[src/rtl/fft_stream_pkg.sv]
`default_nettype none
// ============================================================================
// Module : fft_stream_pkg
// Shared types and elaboration/arithmetic helpers for the streaming FFT.
// Rev    : 1.0
// ============================================================================
package fft_stream_pkg;

  typedef enum logic [1:0] {
    ST_LOAD    = 2'd0,
    ST_COMPUTE = 2'd1,
    ST_UNLOAD  = 2'd2
  } state_t;

  localparam real c_PI = 3.14159265358979323846;

  function automatic int bitrev(input int v, input int bits);
    int r;
    r = 0;
    for (int i = 0; i < bits; i++) begin
      if (v[i]) r = r | (1 << (bits - 1 - i));
    end
    return r;
  endfunction

  // Forward-transform twiddle W^k = exp(-j*2*pi*k/n), scaled so that 1.0 = 2**(tw-2)
  function automatic int tw_re(input int k, input int n, input int tw);
    return int'($cos(2.0 * c_PI * real'(k) / real'(n)) * real'(1 << (tw - 2)));
  endfunction

  function automatic int tw_im(input int k, input int n, input int tw);
    return int'(-$sin(2.0 * c_PI * real'(k) / real'(n)) * real'(1 << (tw - 2)));
  endfunction

  function automatic int round_half_up(input int v, input int frac);
    return (v + (1 << (frac - 1))) >>> frac;
  endfunction

  // Keep the low w bits as a two's complement value
  function automatic int wrap_to(input int v, input int w);
    return (v <<< (32 - w)) >>> (32 - w);
  endfunction

  function automatic int saturate(input int v, input int w);
    int hi;
    int lo;
    hi = (1 << (w - 1)) - 1;
    lo = -(1 << (w - 1));
    if (v > hi) return hi;
    if (v < lo) return lo;
    return v;
  endfunction

endpackage
`default_nettype wire

[src/rtl/fft_stream_bfly.sv]
`default_nettype none
// ============================================================================
// Module : fft_stream_bfly
// Combinational radix-2 DIT butterfly: top = a + b*w, bot = a - b*w.
// Rev    : 1.0
// ============================================================================
module fft_stream_bfly
  import fft_stream_pkg::*;
#(
  parameter int CW       = 8,
  parameter int TW_WIDTH = 10,
  parameter int SCALE    = 1
) (
  input  logic [2*CW-1:0]       a,
  input  logic [2*CW-1:0]       b,
  input  logic [2*TW_WIDTH-1:0] w,
  output logic [2*CW-1:0]       top,
  output logic [2*CW-1:0]       bot,
  output logic                  sat
);

  logic signed [CW-1:0]       w_ar, w_ai, w_br, w_bi;
  logic signed [TW_WIDTH-1:0] w_wr, w_wi;
  int                         w_tr, w_ti;
  int                         w_sum [4];
  int                         w_scl [4];
  logic signed [CW-1:0]       w_res [4];

  assign {w_ai, w_ar} = a;
  assign {w_bi, w_br} = b;
  assign {w_wi, w_wr} = w;

  // Index 0/1: top re/im, 2/3: bottom re/im
  always_comb begin
    w_tr = wrap_to(round_half_up(int'(w_br) * int'(w_wr) - int'(w_bi) * int'(w_wi),
                                 TW_WIDTH - 2), CW + 1);
    w_ti = wrap_to(round_half_up(int'(w_br) * int'(w_wi) + int'(w_bi) * int'(w_wr),
                                 TW_WIDTH - 2), CW + 1);
    w_sum[0] = int'(w_ar) + w_tr;
    w_sum[1] = int'(w_ai) + w_ti;
    w_sum[2] = int'(w_ar) - w_tr;
    w_sum[3] = int'(w_ai) - w_ti;
    sat = 1'b0;
    for (int i = 0; i < 4; i++) begin
      w_scl[i] = (SCALE != 0) ? (w_sum[i] >>> 1) : w_sum[i];
      w_res[i] = CW'(saturate(w_scl[i], CW));
      if (int'(w_res[i]) != w_scl[i]) sat = 1'b1;
    end
  end

  assign top = {w_res[1], w_res[0]};
  assign bot = {w_res[3], w_res[2]};

endmodule
`default_nettype wire

[src/rtl/fft_stream.sv]
`default_nettype none
// ============================================================================
// Module : fft_stream
// Streaming in-place radix-2 DIT FFT/IFFT with valid/ready frame I/O.
// Rev    : 1.0
// ============================================================================
module fft_stream
  import fft_stream_pkg::*;
#(
  parameter int N            = 8,
  parameter int SAMPLE_WIDTH = 16,
  parameter int TW_WIDTH     = 10,
  parameter int SCALE        = 1
) (
  input  logic                    clk,
  input  logic                    arst,
  input  logic                    cfg_inverse,
  input  logic                    s_valid,
  output logic                    s_ready,
  input  logic [SAMPLE_WIDTH-1:0] s_data,
  output logic                    m_valid,
  input  logic                    m_ready,
  output logic [SAMPLE_WIDTH-1:0] m_data,
  output logic                    m_last,
  output logic                    ovf,
  output logic                    busy
);

  localparam int S  = $clog2(N);
  localparam int CW = SAMPLE_WIDTH / 2;
  localparam int BW = S - 1;
  localparam int SW = $clog2(S);

  localparam logic [S-1:0]  c_CNT_MAX   = '1;
  localparam logic [S-1:0]  c_ONE       = S'(1);
  localparam logic [SW-1:0] c_STAGE_MAX = SW'(S - 1);

  state_t                    r_state, w_state_nxt;
  logic [S-1:0]              r_cnt, r_ocnt;
  logic [BW-1:0]             r_bfly;
  logic [SW-1:0]             r_stage;
  logic                      r_inv, r_ovf;
  logic [SAMPLE_WIDTH-1:0]   r_buf [N];

  logic                      w_in_acc, w_out_acc, w_bfly_last, w_stage_last;
  logic [S-1:0]              w_ld_addr, w_top, w_bot;
  logic [BW-1:0]             w_mask, w_pos, w_hi, w_k;
  logic [2*TW_WIDTH-1:0]     w_rom [N/2];
  logic [TW_WIDTH-1:0]       w_tw_re, w_tw_im;
  logic [2*TW_WIDTH-1:0]     w_tw;
  logic [SAMPLE_WIDTH-1:0]   w_bf_top, w_bf_bot;
  logic                      w_bf_sat;

  for (genvar gi = 0; gi < N/2; gi++) begin : g_tw
    localparam logic [TW_WIDTH-1:0] c_RE = TW_WIDTH'(tw_re(gi, N, TW_WIDTH));
    localparam logic [TW_WIDTH-1:0] c_IM = TW_WIDTH'(tw_im(gi, N, TW_WIDTH));
    assign w_rom[gi] = {c_IM, c_RE};
  end

  assign w_in_acc     = s_valid && s_ready;
  assign w_out_acc    = m_valid && m_ready;
  assign w_bfly_last  = (r_bfly == '1);
  assign w_stage_last = (r_stage == c_STAGE_MAX);
  assign w_ld_addr    = S'(bitrev(int'(r_cnt), S));

  // Butterfly pair and twiddle index for stage r_stage, butterfly r_bfly
  assign w_mask  = ~({BW{1'b1}} << r_stage);
  assign w_pos   = r_bfly & w_mask;
  assign w_hi    = r_bfly >> r_stage;
  assign w_top   = (({1'b0, w_hi} << r_stage) << 1) | {1'b0, w_pos};
  assign w_bot   = w_top | (c_ONE << r_stage);
  assign w_k     = w_pos << (c_STAGE_MAX - r_stage);

  assign {w_tw_im, w_tw_re} = w_rom[w_k];
  assign w_tw = {(r_inv ? -w_tw_im : w_tw_im), w_tw_re};

  fft_stream_bfly #(
    .CW       (CW),
    .TW_WIDTH (TW_WIDTH),
    .SCALE    (SCALE)
  ) u_bfly (
    .a   (r_buf[w_top]),
    .b   (r_buf[w_bot]),
    .w   (w_tw),
    .top (w_bf_top),
    .bot (w_bf_bot),
    .sat (w_bf_sat)
  );

  always_ff @(posedge clk or posedge arst) begin
    if (arst) r_state <= ST_LOAD;
    else      r_state <= w_state_nxt;
  end

  always_comb begin
    w_state_nxt = r_state;
    case (r_state)
      ST_LOAD:    if (w_in_acc && r_cnt == c_CNT_MAX) w_state_nxt = ST_COMPUTE;
      ST_COMPUTE: if (w_bfly_last && w_stage_last)    w_state_nxt = ST_UNLOAD;
      ST_UNLOAD:  if (w_out_acc && m_last)            w_state_nxt = ST_LOAD;
      default:    w_state_nxt = ST_LOAD;
    endcase
  end

  always_comb begin
    s_ready = 1'b0;
    m_valid = 1'b0;
    busy    = 1'b1;
    case (r_state)
      ST_LOAD: begin
        s_ready = 1'b1;
        busy    = 1'b0;
      end
      ST_UNLOAD: m_valid = 1'b1;
      default: ;
    endcase
    m_last = m_valid && (r_ocnt == c_CNT_MAX);
    m_data = m_valid ? r_buf[r_ocnt] : '0;
  end

  assign ovf = r_ovf;

  always_ff @(posedge clk or posedge arst) begin
    if (arst) begin
      r_cnt   <= '0;
      r_ocnt  <= '0;
      r_bfly  <= '0;
      r_stage <= '0;
      r_inv   <= 1'b0;
      r_ovf   <= 1'b0;
    end else begin
      if (w_in_acc) begin
        r_cnt <= r_cnt + 1'b1;
        if (r_cnt == '0)       r_inv <= cfg_inverse;
        if (r_cnt == c_CNT_MAX) r_ovf <= 1'b0;
      end
      if (r_state == ST_COMPUTE) begin
        if (w_bf_sat) r_ovf <= 1'b1;
        r_bfly <= r_bfly + 1'b1;
        if (w_bfly_last) r_stage <= w_stage_last ? '0 : r_stage + 1'b1;
      end
      if (w_out_acc) r_ocnt <= r_ocnt + 1'b1;
    end
  end

  // Sample storage carries no reset; its contents are rewritten by every frame
  always_ff @(posedge clk) begin
    if (w_in_acc) r_buf[w_ld_addr] <= s_data;
    if (r_state == ST_COMPUTE) begin
      r_buf[w_top] <= w_bf_top;
      r_buf[w_bot] <= w_bf_bot;
    end
  end

endmodule
`default_nettype wire
[config.mk]
export PLATFORM = sky130hd
export DESIGN_NAME = fft_stream
export DESIGN_NICKNAME = d
export VERILOG_FILES = /design/src/rtl/fft_stream_pkg.sv /design/src/rtl/fft_stream_bfly.sv /design/src/rtl/fft_stream.sv
export SDC_FILE = /design/constraint.sdc
export NUM_CORES = 1
export LEC_CHECK = 0
export ABC_AREA = 1
export CORE_MARGIN = 2
export CORE_UTILIZATION = 60
export CTS_CLUSTER_DIAMETER = 150
export DETAILED_ROUTE_END_ITERATION = 8
export PLACE_DENSITY_LB_ADDON = 0.05
export SETUP_SLACK_MARGIN = 0.2
export SLEW_MARGIN = 20
export SYNTH_ARGS = -nofsm -noshare
export SYNTH_HDL_FRONTEND = slang
export SYNTH_SLANG_ARGS = --single-unit
[constraint.sdc]
create_clock -name clk -period 14.4 [get_ports clk]
set_clock_uncertainty 0.05 [all_clocks]
set_input_delay 4.32 -clock clk [delete_from_list [all_inputs] [get_ports clk]]
set_output_delay 4.32 -clock clk [all_outputs]
set_load 0.01 [all_outputs]
==> results of run 1 <==
-- kinds of logic (layout without fill, tap and decap cells) --
family / after synthesis / count (layout) / share of synthesized area (%)
flops: 142 / 142 / 18.7
simple gates: 859 / 859 / 16.6
compound gates: 563 / 563 / 13.9
buf+inv: 749 / 747 / 12.6
xor+xnor: 85 / 85 / 3.31
fa+ha+maj: 462 / 462 / 34.9
-- state kept, by name (all words and copies together), names as in the netlist --
register,count
ovf,1
r_stage,2
r_buf,128
r_inv,1
r_cnt,3
r_state,2
r_bfly,2
r_ocnt,3
-- how the worst min path moves through the flow --
stage / from / end / slack [ns] / cells past startpoint
after floorplan: r_cnt[0] / r_cnt[0] / 0.42 / 1
after global placement: ovf / ovf / 0.42 / 2
after detailed placement: ovf / ovf / 0.43 / 2
after CTS: ovf / ovf / 0.44 / 2
after global routing: ovf / ovf / 0.49 / 2
final: ovf / ovf / 0.45 / 2
-- per-layer routing --
metal	share of wire [%]	track usage, %	vias up
met5	0	0	-
met4	5.2	18.4	0
met3	9.7	6.04	238
met2	47	61.2	1141
met1	38	47.2	9361
li1	-	-	9028
-- cell usage in the layout, fill, tap and decap left out, drive strengths merged, types with 2 or more instances in the layout --
cell           count
a31oi             24
o31ai              5
ha               187
or2               15
clkinvlp           3
dfrtp             14
bufinv             4
a21oi            152
buf               34
edfxtp           128
nand3            175
o221ai            17
inv              637
o21a               2
o21ai            311
nand4              5
xnor2             27
and3               3
nor2             211
nor3               8
clkdlybuf4s50     41
nand3b             2
o32ai              6
nand2            437
a22oi             20
clkinv            10
xor2              58
fa               275
clkbuf            18
o21bai            14
and2               2
a21o               6
-- critical path: cells and delay by family, from the launching register on --
family                   cells  cell delay, ns
XOR/XNOR                     1            0.23
buffers and inverters       11            2.08
AO/OA/AOI/OAI                5            1.83
adder cells (fa/ha/maj)      9            4.11
AND/OR/NAND/NOR             11            2.31
flip-flops                   1            0.50
-- stage by stage --
stage,utilization [%],setup slack (ns)
2_1_floorplan,-,4.59
3_3_place_gp,63.4,3.50
3_5_place_dp,63.4,3.17
4_1_cts,65.1,3.12
5_1_grt,65.1,2.20
6_report,65.1,2.99
-- cell type report --
class                           count  area [um2]  share of cell area (%)
Multi-Input combinational cell   1969       15500                    64.6
Inverter                          640        2400                    10.0
Clock inverter                     14         191                   0.799
Clock buffer                       18         429                    1.79
Sequential cell                   142        4190                    17.5
Tap cell                          468         586                    2.45
Timing Repair Buffer               75         666                    2.78
==> results.py, run 1 <==
metrics = {
    "outcome": {
        "run_status": "completed",
    },
    "clock_tree": {
        "max_clock_buf_depth": 2,
        "cts-buffers-inserted": 17,
        "cts-hold-fix-buffers": 0,
        "cts_sinks": 142,
        "cts.repair.resized": 0,
        "cts_tree": "done",
        "clk_latency_ns": 0.43,
        "cts.repair_timing.setup_buffer_count": 0,
        "clockRootBuffer": "sky130_fd_sc_hd__clkbuf_16",
        "cts_max_level": 4,
        "clkSlewWorstSetupHoldPaths_ns": 0.06,
    },
    "finish": {
        "drive_gt1_share_pct": 5.21,
        "fillers": 3180,
        "design.final.nets": 3328,
        "antenna_cells": 0,
        "layout.cells.non_filler": 3326,
        "layout.cell_area.non_filler_um2": 23900,
        "syn2layout_area_growth_pct": 6.55,
    },
    "sta": {
        "rsz_0062_raised_after_global_routing": "false",
        "final-max-slew-violation-count": 0,
        "worst_hold_slack_after_final_layout_ns": 0.452,
        "total_negative_setup_slack_ns": 0,
        "worst_slew_margin_rel_pct": 29.5,
        "finalHoldViolCount": 0,
        "finalCriticalPeriod_ns": 11.41,
        "setup_violations": 0,
        "period_share_pct": 79.2,
        "worstMarginPinSlew_ns": 1.06,
        "timing.fmax_ghz": 0.0877,
    },
    "global_routing": {
        "grt_max_degree": 122,
        "grt_pass1_vias": 19732,
        "global_route.overflow_total": 0,
        "antenna_found_initial": 1,
        "grt_pass1_wl_mm": 108,
        "tot_gr_track_use_pct": 37.0,
    },
    "setup_path": {
        "reg2reg_to": "r_buf[0][13]",
        "worst-endpoint-arrival_ns": 11.51,
        "critical_path_required_ns": 14.50,
        "regToRegSetupSlack_ns": 2.99,
        "r2r.worst_path.cells": 37,
        "cpMaxStageDelayCell": "sky130_fd_sc_hd__a2111oi_0",
        "setup.worst_path.end_class": "register",
        "worst_setup_path_category": "reg -> reg",
        "cp-start-kind": "register",
        "cp_common_cell": "sky130_fd_sc_hd__inv_1",
        "critical_path_peak_fanout": 18,
        "critical_path.startpoint": "r_stage[1]",
        "critPathCapture": "r_buf[0][13]",
        "timing.critical_path.slowest_cell_delay_ns": 0.76,
        "worst_r2r_startpoint": "r_stage[1]",
    },
    "placement": {
        "placed_standard_cell_area_um2": 23300,
        "dp_hpwl_mm": 52.6,
        "numPortBuffers": 41,
        "dp_cells": 3294,
        "gp_routability_congestion": 1.01,
    },
    "logic_synthesis": {
        "netlist_top_cells_count": "sky130_fd_sc_hd__inv_1 (625), sky130_fd_sc_hd__nand2_1 (414), sky130_fd_sc_hd__fa_1 (275)",
        "ys_dominant_reg_cell": "sky130_fd_sc_hd__edfxtp_1",
        "synth.top_cell.area_share_pct": 24.5,
        "synth-seq-area-share_pct": 18.7,
        "number_of_synthesized_register_bits": 142,
        "synth-warning-count": 0,
        "postSynthCellCount": 2860,
        "synthArstFlopShare_pct": 9.86,
        "synthesis.area_per_instance_um2": 7.86,
        "synth_fp_nets": 3343,
        "synth.top_cells.by_area": "sky130_fd_sc_hd__fa_1 (24%), sky130_fd_sc_hd__edfxtp_1 (17%), sky130_fd_sc_hd__inv_1 (10%), sky130_fd_sc_hd__ha_1 (10%), sky130_fd_sc_hd__nand2_1 (6.9%)",
        "ys_types": 51,
        "synth.most_common_cell": "sky130_fd_sc_hd__inv_1",
        "synth_area_um2": 22500,
        "synth-edff-count": 128,
        "synth_largest_area_cell": "sky130_fd_sc_hd__fa_1",
    },
    "floorplan": {
        "die-width_um": 198,
        "row_count": 70,
        "dieHeight_um": 198,
        "ioPinCount": 42,
        "dieArea_um2": 39000,
        "placeableCoreArea_um2": 36800,
        "floorplan.initialDensity_pct": 61.1,
    },
    "run": {
        "drv.max_cap_violation_count": 0,
    },
    "routing": {
        "ant_nets": 0,
        "detail_route.drc_violations": 0,
        "routed_wire_length_per_instance_um": 20.9,
        "dr_total_vias": 19768,
        "detail_route.wirelength_mm": 69.4,
        "vias_per_instance": 5.94,
        "detailedRoute.firstPassIterationCount": 8,
        "drtIter0Drc": 2483,
    },
    "min_path": {
        "type_of_the_most_critical_hold_path": "reg -> reg",
    },
}
Power of run 1 is not shown: default switching activity piles up to over one toggle a cycle in this logic, so the estimate is an artifact.
==> run 2: changes to the inputs <==
Clock period 14.4 ns to 11.7 ns, I/O delays scaled along.
==> results.py, run 2 (synthesis gave the netlist of run 1 again) <==
metrics = {
    "outcome": {
        "run_status": "completed",
    },
    "placement": {
        "dp_hpwl_mm": 53.6,
        "gp_routability_congestion": 0.980,
        "numPortBuffers": 41,
    },
    "clock_tree": {
        "clk_latency_ns": 0.43,
        "cts_tree": "done",
        "max_clock_buf_depth": 2,
        "clockRootBuffer": "sky130_fd_sc_hd__clkbuf_16",
        "cts_max_level": 4,
        "cts_sinks": 142,
        "clkSlewWorstSetupHoldPaths_ns": 0.06,
        "cts-buffers-inserted": 17,
    },
    "global_routing": {
        "global_route.overflow_total": 0,
        "grt_pass1_wl_mm": 109,
        "antenna_found_initial": 1,
        "grt_max_degree": 80,
        "grt_pass1_vias": 20043,
        "tot_gr_track_use_pct": 37.2,
    },
    "routing": {
        "detail_route.wirelength_mm": 70.2,
        "wl_met1_mm": 26.7,
        "vias_per_instance": 5.91,
        "routed_wire_length_per_instance_um": 21.1,
        "ant_nets": 0,
        "detail_route.drc_violations": 0,
        "wl_met2_mm": 33.2,
        "drtIter0Drc": 2106,
        "dr_total_vias": 19685,
        "detailedRoute.firstPassIterationCount": 6,
        "highest_layer": "met5",
        "routed-wl-met3_mm": 6.25,
    },
    "floorplan": {
        "die-width_um": 198,
        "floorplan.initialDensity_pct": 61.1,
        "row_count": 70,
        "dieArea_um2": 39000,
        "ioPinCount": 42,
        "placeableCoreArea_um2": 36800,
        "dieHeight_um": 198,
    },
    "finish": {
        "syn2layout_area_growth_pct": 6.62,
        "fillers": 3220,
        "layout.cells.most_common_list": "sky130_fd_sc_hd__inv_1 (623), sky130_fd_sc_hd__nand2_1 (413), sky130_fd_sc_hd__fa_1 (275), sky130_fd_sc_hd__o21ai_0 (249), sky130_fd_sc_hd__nor2_1 (199)",
        "drive_gt1_share_pct": 5.38,
        "antenna_cells": 0,
        "largest_register_ff_count": 128,
        "largest_register": "r_buf",
        "reg_top3": "r_buf x128, r_cnt x3, r_ocnt x3",
        "design.final.nets": 3335,
        "mostFrequentLayoutCell": "sky130_fd_sc_hd__inv_1",
    },
    "sta": {
        "timing.fmax_ghz": 0.0924,
        "finalHoldViolCount": 0,
        "worstMarginPinSlew_ns": 1.10,
        "worst_slew_margin_rel_pct": 26.1,
        "period_share_pct": 92.5,
        "total_negative_setup_slack_ns": 0,
        "rsz_0062_raised_after_global_routing": "false",
        "setup_violations": 0,
        "final-max-slew-violation-count": 0,
        "finalCriticalPeriod_ns": 10.82,
    },
    "run": {
        "drv.max_cap_violation_count": 0,
    },
    "setup_path": {
        "timing.critical_path.slowest_cell_delay_ns": 0.63,
        "setup.worst_path.end_class": "register",
        "critical_path_peak_fanout": 15,
        "cp-start-kind": "register",
        "worst_setup_path_category": "reg -> reg",
        "timing.critical_path.max_delay_family": "simple AND/OR/NAND/NOR gates",
        "worst-endpoint-arrival_ns": 10.96,
        "cpMaxStageDelayCell": "sky130_fd_sc_hd__o21ai_0",
        "worst-path-buf-inv": 8,
        "critical_path_required_ns": 11.83,
    },
    "min_path": {
        "type_of_the_most_critical_hold_path": "reg -> reg",
    },
}
[run 2: cell count changes in the layout (fill, tap and decap cells not counted), sizes merged]
| cell | delta |
|---|---|
| buf | +7 |
| inv | -3 |
| clkinvlp | -1 |
| bufinv | -1 |
| clkinv | +3 |
[run 2: layout make-up]
class                           count  area, um2  area share, %
Multi-Input combinational cell   1969      15500           64.6
Sequential cell                   142       4190           17.5
Inverter                          640       2410           10.1
Timing Repair Buffer               82        722           3.01
Tap cell                          468        586           2.44
Clock buffer                       18        429           1.79
Clock inverter                     12        146          0.611
[run 2: worst paths after layout]
check / from / endpoint / slack (ns) / cells after the start
setup / recovery: r_stage[1] / r_buf[2][14] / 0.88 / 40
hold / removal: r_cnt[0] / r_cnt[0] / 0.46 / 1
setup reg to reg: r_stage[1] / r_buf[2][14] / 0.88 / 40
hold reg to reg: r_cnt[0] / r_cnt[0] / 0.46 / 1
max in group asynchronous: arst / r_ocnt[2] / 7.76 / 2
min in group asynchronous: arst / r_cnt[0] / 3.41 / 2
[run 2: per-layer routing]
| layer | GRT usage, % | up-vias |
|---|---|---|
| met5 | 0 | - |
| met4 | 19.7 | 2 |
| met3 | 6.16 | 257 |
| met2 | 62.8 | 1018 |
| met1 | 46.1 | 9373 |
| li1 | - | 9035 |
[run 2: repair_timing]
action | 4_1_cts | 5_1_grt
gates resized for setup | 0 | 2
hold buffers | 0 | 0
endpoints found under the setup margin | 0 | 7
setup buffers | 0 | 0
[run 2: metrics by stage]
stage / cell area [um2] / cells / hold slack (ns) / worst slack, ns / util, %
finish: 24000 / 3331 / 0.464 / 0.877 / 65.1
global route: 24000 / 3331 / 0.472 / 0.230 / 65.1
CTS: 24000 / 3331 / 0.468 / 1.02 / 65.1
detailed placement: 23400 / 3301 / 0.455 / 1.05 / 63.6
global placement: 23400 / 3301 / 0.443 / 1.24 / 63.6
floorplan: 22500 / 2860 / 0.419 / 1.89 / -
Power of run 2 is left out for the same reason.
==> patch: new RTL, settings of run 2 <==
Put one more register stage on the output `ovf`, cleared by the reset. The value now appears one clock later. The other outputs are not delayed to match.
--- a/src/rtl/fft_stream.sv
+++ b/src/rtl/fft_stream.sv
@@ -120,3 +120,9 @@
 
-  assign ovf = r_ovf;
+  always_ff @(posedge clk or posedge arst) begin
+    if (arst) begin
+      ovf <= '0;
+    end else begin
+      ovf <= r_ovf;
+    end
+  end
 
Formal check against the unedited RTL: same outputs for any inputs over 4 cycles, from zero or initial values and one cycle with arst high; that may be too few to reach the edited logic, so the function may still have changed.
==> patch against run 2 <==
Routed wire length rose by 6.0%. Core utilization down 0.32 points. Global-route usage is 1.7 points higher. Synthesized area up 1.5%. Sequential cell count up 1. Highest routed layer unchanged. Design area is 1.6% higher. Worst setup slack gained 0.097 ns. Critical endpoint is now r_buf[4][2]$_DFFE_PP_.
Power is left out: the tool's default activity adds up to more than one toggle a clock period on the data nets, which glitch-free logic cannot reach.
==> patch: results (changes against run 2) <==
DP_WORST_SETUP_SLACK_NS=0.610  # -0.439 ns
CPLARGESTDELAYFAMILY='adder cells'
TIMING_WORST_SLEW_PIN_VALUE_NS=1.17  # +0.0723 ns
GRT_ANTENNA_BEFORE_REPAIR=3  # +2
GRT_PASS1_WL_UM=114000  # +4.4%
DPL.HPWL_UM=55800  # +4.1%
CLOCK.FMAX_GHz=0.0932  # +0.90%
PLACE.GP.CONGESTION=0.966  # -1.4%
TIMING.HOLD.WS_NS=0.500  # +0.0363 ns
ROUTED_WIRELENGTH_UM=74400  # +6.0%
MIN_DELAY_WORST_ENDPOINT='ovf$_DFF_PP0_'
NUM_VIAS=20300  # +3.0%
CRITICAL_PATH.SLOWEST_CELL='sky130_fd_sc_hd__dfrtp_1'
WORST-R2R-SETUP-SLACK_NS=0.97  # +0.10 ns
DRTPASS1ITERATIONS=8  # +2
YS_TOP_CELLS_BY_AREA='sky130_fd_sc_hd__fa_1, sky130_fd_sc_hd__edfxtp_1, sky130_fd_sc_hd__inv_1, sky130_fd_sc_hd__ha_1, sky130_fd_sc_hd__nand2_1'
UTILIZATION=0.648  # -0.00324
CRIT_PATH_START='r_bfly[0]$_DFFE_PP0P_'
CRITICAL-PATH-MAX-STAGE-DELAY_NS=0.59  # -0.04 ns
PATH_MAX_FANOUT=17  # +2
DRIVE_GT1_FRAC=0.0576  # +0.00378
STATUS='finished, final reports clean'
HOLDCRITPATHCLASS='reg2reg'
YS_ASYNC_SR_FRACTION=0.105  # +0.00630
DPL-INSTANCE-AREA_SQ_UM=23700  # +1.4%
GROUTE.USAGE.OVERALL=0.389  # +0.0170
R2R_CELLS=41  # +2.5%
YOSYS.CELL_TYPES.COUNT=54  # +5.9%
SYNTH_SEQUENTIAL_AREA_RATIO=0.185  # -0.00160
SYNTH_TOP_CELLS_BY_COUNT='sky130_fd_sc_hd__inv_1, sky130_fd_sc_hd__nand2_1, sky130_fd_sc_hd__fa_1'
DRT_FIRST_ITER_VIOLATIONS=2260  # +7.3%
ROUTE.DETAILED.WL_PER_INST_UM=21.7  # +2.9%
GRT_START_MAX_NET_PINS=79  # -1.3%
patch: kinds of logic after synthesis:
family,share of synthesized area
AO/OA/AOI/OAI,0.130
XOR/XNOR,0.0349
adder cells (fa/ha/maj),0.344
buffers and inverters,0.127
flip-flops,0.185
AND/OR/NAND/NOR,0.179
patch: timing repair:
item | in CTS | in global routing
gates resized for setup | 0 | 6
endpoints found under the setup margin | 0 | 57
endpoints found under the hold margin | 0 | 0
buffers inserted | 0 | 1
patch: layout make-up:
type,count,share of cell area
repair buffers,83,0.0303
well taps,511,0.0262
clock buffers,17,0.0175
clock inverters,13,0.00704
inverters,643,0.0995
multi-input cells,2019,0.646
flip-flops and latches,143,0.173
patch: per-layer routing:
layer / part of all wire / vias to the layer above / global-route usage
li1: - / 9133 / -
met1: 0.37 / 9593 / 0.496
met2: 0.46 / 1216 / 0.630
met3: 0.10 / 331 / 0.0663
met4: 0.066 / 4 / 0.222
met5: 0.00031 / - / 0
